<file path="src/rtl/mem_sort_master.sv">
// In-place signed bubble sort over a word-addressed data memory with combinational reads.
// Define SORT_EARLY_EXIT_EN to finish as soon as a full pass performs no swap.
module mem_sort_master #(
  parameter int MAX_LEN = 1024
) (
  input  logic        clk,
  input  logic        rst_n,
  input  logic        start,
  input  logic [31:0] base,
  input  logic [10:0] len,
  output logic        busy,
  output logic        done,
  output logic [31:0] swap_cnt,
  output logic        mem_read,
  output logic        mem_write,
  output logic [31:0] addr,
  output logic [31:0] din,
  input  logic [31:0] read_data
);

  localparam logic [10:0] LP_MAX_LEN = 11'(MAX_LEN);

  typedef enum logic [2:0] {
    S_IDLE, S_RD_A, S_RD_B, S_CMP, S_WR_A, S_WR_B, S_NEXT, S_DONE
  } state_t;

  state_t      r_state, w_state_nxt;
  logic [31:0] r_base;
  logic [31:0] r_a;
  logic [31:0] r_b;
  logic [10:0] r_i;
  logic [10:0] r_lim;
  logic [31:0] r_swap_cnt;

  logic [10:0] w_len_clamped;
  logic [10:0] w_i_inc;
  logic [10:0] w_lim_dec;
  logic        w_gt;
  logic        w_end_pass;
  logic        w_early_exit;

  assign w_len_clamped = (len > LP_MAX_LEN) ? LP_MAX_LEN : len;
  assign w_i_inc       = r_i + 11'd1;
  assign w_lim_dec     = r_lim - 11'd1;
  assign w_gt          = $signed(r_a) > $signed(r_b);
  assign w_end_pass    = !(w_i_inc < r_lim);
  assign swap_cnt      = r_swap_cnt;

`ifdef SORT_EARLY_EXIT_EN
  logic r_pass_swapped;
  assign w_early_exit = !r_pass_swapped;

  always_ff @(posedge clk or negedge rst_n) begin
    if (!rst_n) begin
      r_pass_swapped <= 1'b0;
    end else begin
      case (r_state)
        S_IDLE:  if (start) r_pass_swapped <= 1'b0;
        S_CMP:   if (w_gt) r_pass_swapped <= 1'b1;
        S_NEXT:  if (w_end_pass) r_pass_swapped <= 1'b0;
        default: ;
      endcase
    end
  end
`else
  assign w_early_exit = 1'b0;
`endif

  always_ff @(posedge clk or negedge rst_n) begin
    if (!rst_n) begin
      r_state <= S_IDLE;
    end else begin
      r_state <= w_state_nxt;
    end
  end

  always_comb begin
    w_state_nxt = r_state;
    busy        = 1'b1;
    done        = 1'b0;
    mem_read    = 1'b0;
    mem_write   = 1'b0;
    addr        = 32'd0;
    din         = 32'd0;
    case (r_state)
      S_IDLE: begin
        busy = 1'b0;
        if (start) w_state_nxt = (w_len_clamped >= 11'd2) ? S_RD_A : S_DONE;
      end
      S_RD_A: begin
        mem_read    = 1'b1;
        addr        = r_base + {21'd0, r_i};
        w_state_nxt = S_RD_B;
      end
      S_RD_B: begin
        mem_read    = 1'b1;
        addr        = r_base + {21'd0, w_i_inc};
        w_state_nxt = S_CMP;
      end
      S_CMP: begin
        w_state_nxt = w_gt ? S_WR_A : S_NEXT;
      end
      S_WR_A: begin
        mem_write   = 1'b1;
        addr        = r_base + {21'd0, r_i};
        din         = r_b;
        w_state_nxt = S_WR_B;
      end
      S_WR_B: begin
        mem_write   = 1'b1;
        addr        = r_base + {21'd0, w_i_inc};
        din         = r_a;
        w_state_nxt = S_NEXT;
      end
      S_NEXT: begin
        if (!w_end_pass) begin
          w_state_nxt = S_RD_A;
        end else if ((w_lim_dec == 11'd0) || w_early_exit) begin
          w_state_nxt = S_DONE;
        end else begin
          w_state_nxt = S_RD_A;
        end
      end
      S_DONE: begin
        done        = 1'b1;
        w_state_nxt = S_IDLE;
      end
      default: w_state_nxt = S_IDLE;
    endcase
  end

  // lim counts the compare positions left in the current pass; it shrinks by one per pass
  always_ff @(posedge clk or negedge rst_n) begin
    if (!rst_n) begin
      r_base     <= 32'd0;
      r_a        <= 32'd0;
      r_b        <= 32'd0;
      r_i        <= 11'd0;
      r_lim      <= 11'd0;
      r_swap_cnt <= 32'd0;
    end else begin
      case (r_state)
        S_IDLE: begin
          if (start) begin
            r_base     <= base;
            r_lim      <= w_len_clamped - 11'd1;
            r_i        <= 11'd0;
            r_swap_cnt <= 32'd0;
          end
        end
        S_RD_A: r_a <= read_data;
        S_RD_B: r_b <= read_data;
        S_CMP: begin
          if (w_gt) r_swap_cnt <= r_swap_cnt + 32'd1;
        end
        S_NEXT: begin
          if (!w_end_pass) begin
            r_i <= w_i_inc;
          end else begin
            r_i   <= 11'd0;
            r_lim <= w_lim_dec;
          end
        end
        default: ;
      endcase
    end
  end

endmodule

</file>
<file path="config.mk">
export PLATFORM = sky130hd
export DESIGN_NAME = mem_sort_master
export DESIGN_NICKNAME = d
export VERILOG_FILES = /design/src/rtl/mem_sort_master.sv
export SDC_FILE = /design/constraint.sdc
export NUM_CORES = 1
export LEC_CHECK = 0
export CAP_MARGIN = 30
export CELL_PAD_IN_SITES_DETAIL_PLACEMENT = 1
export CELL_PAD_IN_SITES_GLOBAL_PLACEMENT = 1
export CORE_ASPECT_RATIO = 1.4
export CORE_MARGIN = 2
export CORE_UTILIZATION = 28
export CTS_CLUSTER_SIZE = 40
export DETAILED_ROUTE_END_ITERATION = 10
export PLACE_DENSITY_LB_ADDON = 0.1
export SETUP_SLACK_MARGIN = 0.05
export SLEW_MARGIN = 20
export SYNTH_ARGS = -nofsm -noshare
export SYNTH_HDL_FRONTEND = slang
export SYNTH_SLANG_ARGS = --single-unit
</file>
<file path="constraint.sdc">
create_clock -name clk -period 3.4 [get_ports clk]
set_input_delay 0.34 -clock clk [delete_from_list [all_inputs] [get_ports clk]]
set_output_delay 0.34 -clock clk [all_outputs]
set_load 0.005 [all_outputs]
</file>
* Word-level counts from Yosys, hierarchy flattened
Index checks and enable logic that the tools add are counted.
** Word-level totals
- Input bits :: 78
- Bits in writable memories :: 0
- Memories kept :: 0
- ROM bits :: 0
- Bits in latches :: 0
- Bits in registers :: 153
** Cells by class
- Divide/modulo/power cells :: 0
- Mux-type cells :: 22
- Equality and inequality tests :: 10
- Bitwise logic cells :: 0
- Shift operators :: 0
- $lt $le $gt $ge :: 4
- Reductions and logical operators :: 12
- Multiply operators :: 0
- Add/subtract/negate cells :: 6
** Operators with widths (number)
- $pmux W32 S2 :: 3
- $add A32 B11 Y32 :: 2
- $mux W32 :: 2
- $mux W11 :: 5
- $pmux W11 S2 :: 2
- $add A32 B1 Y32 const B :: 1
- $gt A32 B32 Y1 :: 1
- $pmux W3 S8 :: 1
- $sub A11 B1 Y11 const B :: 2
- $eq A3 B3 Y1 const B :: 4
- $mux W3 :: 4
- $add A11 B1 Y11 const B :: 1
- $ge A11 B2 Y1 const B :: 1
- $gt A11 B11 Y1 const B :: 1
- $logic_not A11 Y1 :: 1
- $lt A11 B11 Y1 :: 1
- $reduce_or A2 Y1 :: 4
- $eq A3 B2 Y1 const B :: 2
- $ne A2 B2 Y1 const B :: 3
- $reduce_and A3 Y1 :: 2
- $mux W1 :: 4
- $reduce_and A2 Y1 :: 2
- $reduce_bool A2 Y1 :: 2
- $eq A3 B1 Y1 const B :: 1
- 2 further kinds :: 2

* Longest topological paths before layout
- Depth in word-level cells :: 6
- Depth in mapped cells :: 16
- Depth with buffers taken out :: 14

* Worst setup path after synthesis
Ideal clock, no wire load.
- Path kind :: reg2out
- Start point :: register r_state[1]
- End point :: output addr[30]
- Buffers on the path :: 3
- Stages on the path, launching flop included :: 17
- Data arrival time :: 3321 ps
- Slack :: -261 ps
- Cells stage by stage :: dfrtp_1 buf_2 nand2b_1 clkbuf_1 inv_1 a21oi_1 nor2_1 xor2_1 ha_1 buf_2 a211o_1 o31ai_1 a21oi_1 a211oi_2 and4bb_2 xnor2_1 nor2_1
** On the way
- Longest elaborated chain between the ends :: 3
** RTL lines
- start: declaration :: line 27 : state_t r_state, w_state_nxt;
- start signal: assignment :: line 73 : r_state <= w_state_nxt;
- $eq A3 B3 Y1, or another cell as far along :: line 85 : case (r_state)
- $reduce_or A2 Y1 (no line)
- $pmux W32 S2 * :: line 85
- end: declaration :: line 16 : output logic [31:0] addr,
Mark *: on every way between the ends. The rest lies on a longest branch, timed or not.

* Final worst setup path
Same ends and word-level chain as after synthesis.

==> results_dict.tcl <==
set metrics [dict create \
    result_of_the_run "finished with violations" \
    failed_checks "negative setup slack" \
    dp_cells 1831 \
    stdcell_area_mm2 0.0141 \
    slew_violations 0 \
    synth_cell_types 72 \
    clock-sinks 153 \
    cts_root_buf "clkbuf_16" \
    area_share_of_the_leading_cell_type_in_the_synthesized_netlist_pct 38.0 \
    worstPathRequired_ns 3.06 \
    crit_share_post_route_pct 116 \
    worstMarginPinSlew_ns 0.880 \
    final_period_minus_worst_setup_slack_ns 3.93 \
    synth_largest_area_cell "dfrtp_1" \
    worstSkewPairLatency_ns 0.45 \
    power_density_cells_mw_per_mm2 783 \
    setup_slack_ns -0.534 \
    grt_pass1_wl_um 54600 \
    clk_path_buf_depth 2 \
    globalplace.congestion 0.787 \
    area_fraction_in_compound_gates_after_synthesis_pct 14.0 \
    setup_violations 25 \
    grt_start_max_net_pins 81 \
    fp.dieH_um 228 \
    final_layout_size_suffix_gt1_share_pct 21.2 \
    mappedNetlistArea_mm2 0.0101 \
    boundaryPins 178 \
    synth_edf_count 0 \
    seq_area_mm2 0.00383 \
    synth-xor-area-share_pct 3.74 \
    grt_overflow 0 \
    tritoncts.num_buffers 17 \
    synthesis.instances 1167 \
    vias_per_cell 4.99 \
    dieArea_mm2 0.0375 \
    drcViolationCount 0 \
    dominantRegCellSynth "dfrtp_1" \
    place.port_buffers 177 \
    drt-pass1-iter-count 4 \
    seq_area_frac_synth_pct 38.0 \
    finalWirelength_um 34100 \
    async_flop_share_pct 100 \
    static_leak_uw 0.00623 \
    fillCellCount 4077 \
    synth_top_family_by_area "simple AND/OR/NAND/NOR gates" \
    die_x_um 164 \
    vdd_ir_drop_max_mv 0.757 \
    start_util_pct 28.3 \
    setup.worst_path.start_class "register" \
    fin_worst_skew_ns 0.0102 \
    detail_route.iter0.violations 280 \
    share_of_synthesized_area_spent_on_multiplexers_pct 9.04 \
    synth.top_cells.by_area "dfrtp_1 38%, nand2_1 7.8%, ha_1 7.3%" \
    place_ws_ns -0.419 \
    synth_warnings 0 \
    hold_class "input pin to register" \
    grt_use_total_pct 18.5 \
    synthMostInstantiatedCell "nand2_1" \
    cts.reportedPaths.clkPinSlew_ns 0.07 \
    postSynthNetCount 1305 \
    grt_pass1_vias 10235 \
    final_cell_count_no_fill 1898 \
    synth_commonest_cells "210 x nand2_1, 153 x dfrtp_1, 85 x nor2_1, 65 x o21ai_0, 59 x ha_1" \
    timing.final.hold_violations 0 \
    cts.htree.levels 4 \
    synth_fa_ha_area_share_pct 7.53 \
    number_of_antenna_violations_at_the_first_check_in_global_routing 0 \
    multi_input_area_mm2 0.00621 \
    fin_worst_hold_slack_ns 0.411 \
    rsz0062_at_grt "yes" \
    areaGrowthSynthToFinish_pct 40.3 \
    max_cap_violations 0 \
    max_slew_margin_pct 41.3 \
    placement_rows 82 \
    syn-mean-instance-area_um2 8.63 \
    vias_after_detailed_routing 9465 \
    tritoncts "built" \
    synth.ff_latch_count 153 \
    antenna-diode-count 0 \
    post_drt_wl_per_cell_um 17.9 \
    post-dp-hpwl_um 24500 \
    cp_data_arrival_time_ns 3.59 \
    ff2ff_setup_slack_ns 0.13 \
    worst-setup-path-type "register to output port" \
    critPathMaxFanout 5 \
    fmaxAchievable_mhz 254 \
    placed_area_mm2 0.0129 \
    crit_path_end_kind "output port" \
    finalNetCount 1561 \
    post_synth_and_or_nand_nor_area_fraction_pct 22.7 \
    floorplan.core_area_mm2 0.0356 \
    drt.antenna.violating_nets 0 \
]
path summary, 6_finish.rpt:
kind / start / cells past startpoint / to
worst max-delay path: r_state[1] / 17 / addr[30]
worst min-delay path: base[23] / 3 / r_base[23]
worst max register to register: r_i[0] / 16 / r_lim[3]
worst min register to register: r_base[9] / 2 / r_base[9]
max in group asynchronous: rst_n / 3 / swap_cnt[11]
min in group asynchronous: rst_n / 2 / r_a[30]
stage by stage:
| step | setup TNS [ns] | total power (uW) | utilization, % |
|---|---|---|---|
| floorplan | 0 | 6690 | - |
| global placement | -4.76 | 9140 | 36.3 |
| detailed placement | -6.12 | 9250 | 36.3 |
| CTS | -9.77 | 11200 | 38.9 |
| global route | -13.69 | 12100 | 39.7 |
| finish | -8.16 | 11100 | 39.7 |
final cells by class:
cell class | count | area share (%)
multi-input combinational | 891 | 43.9
sequential | 153 | 27.1
timing repair buffer | 305 | 19.6
tap | 462 | 4.09
clock buffer | 18 | 3.04
inverter | 55 | 1.48
clock inverter | 14 | 0.797
timing repair:
action | in CTS | in global routing
buffers inserted | 21 | 14
setup endpoints to repair | 53 | 55
gates cloned | 1 | 0
pin swaps | 37 | 29
hold buffers | 1 | 0
hold endpoints to repair | 57 | 0
gates resized for setup | 148 | 71
routing by layer:
metal  up-vias  routed length [um]  global-route usage, %
li1       4614                   -                      -
met1      4645               13900                   21.1
met2       166               18100                   34.2
met3        40                1340                   3.65
met4         0                 675                   5.32
met5         -                   0                      0
logic make-up (layout without fill, tap and decap cells):
| kind of cell | count (synthesis) | count (layout) |
|---|---|---|
| buffers and inverters | 123 | 392 |
| muxes | 87 | 87 |
| and+or+nand+nor | 488 | 488 |
| adders and majority gates | 60 | 60 |
| AOI/OAI and AO/OA | 213 | 213 |
| DFF | 153 | 153 |
| xor gates and xnor gates | 43 | 43 |
state kept, by name, indices dropped and copies added, names as in the netlist:
| signal | cells |
|---|---|
| swap_cnt | 32 |
| r_i | 11 |
| r_b | 32 |
| r_a | 32 |
| r_state | 3 |
| r_lim | 11 |
| r_base | 32 |
worst max-delay path: stages (launching register included):
cell and delay (ns):
dfrtp_1 0.42, nand2b_4 0.17, inv_4 0.04, a21oi_4 0.23, buf_6 0.13, xnor2_1 0.05
ha_2 0.18, fa_2 0.34, a21o_1 0.19, a21oi_2 0.17, o21ai_2 0.08, a211oi_2 0.28
clkbuf_16 0.18, buf_6 0.10, and4bb_2 0.22, xnor2_1 0.12, nor2_1 0.11, buf_2 0.13
power breakdown:
group	switching [uW]	leakage [uW]	internal, uW
Sequential	638	0.00192	2530
Combinational	3260	0.00405	2800
Clock	888	0.000257	951
placed cells by master, fill, tap and decap left out, types with 7 or more instances in the layout:
master,count
nor2_1,79
nor4_1,11
nand2b_1,30
nor3_1,21
nand2_1,205
o41ai_1,13
mux2i_1,55
ha_1,51
nand3_1,37
inv_1,54
o21ai_2,11
a22o_1,7
a21oi_2,10
buf_4,103
xor2_1,11
o311ai_0,13
dfrtp_1,150
o21ai_0,47
nand4_1,19
mux2_2,32
buf_6,19
o211ai_1,7
inv_6,7
o21a_1,7
and3_1,17
a21oi_1,33
clkdlybuf4s50_1,146
xnor2_1,28
clkbuf_16,18
nor3_2,8
buf_2,21
Power figures use the tool's default switching activity.
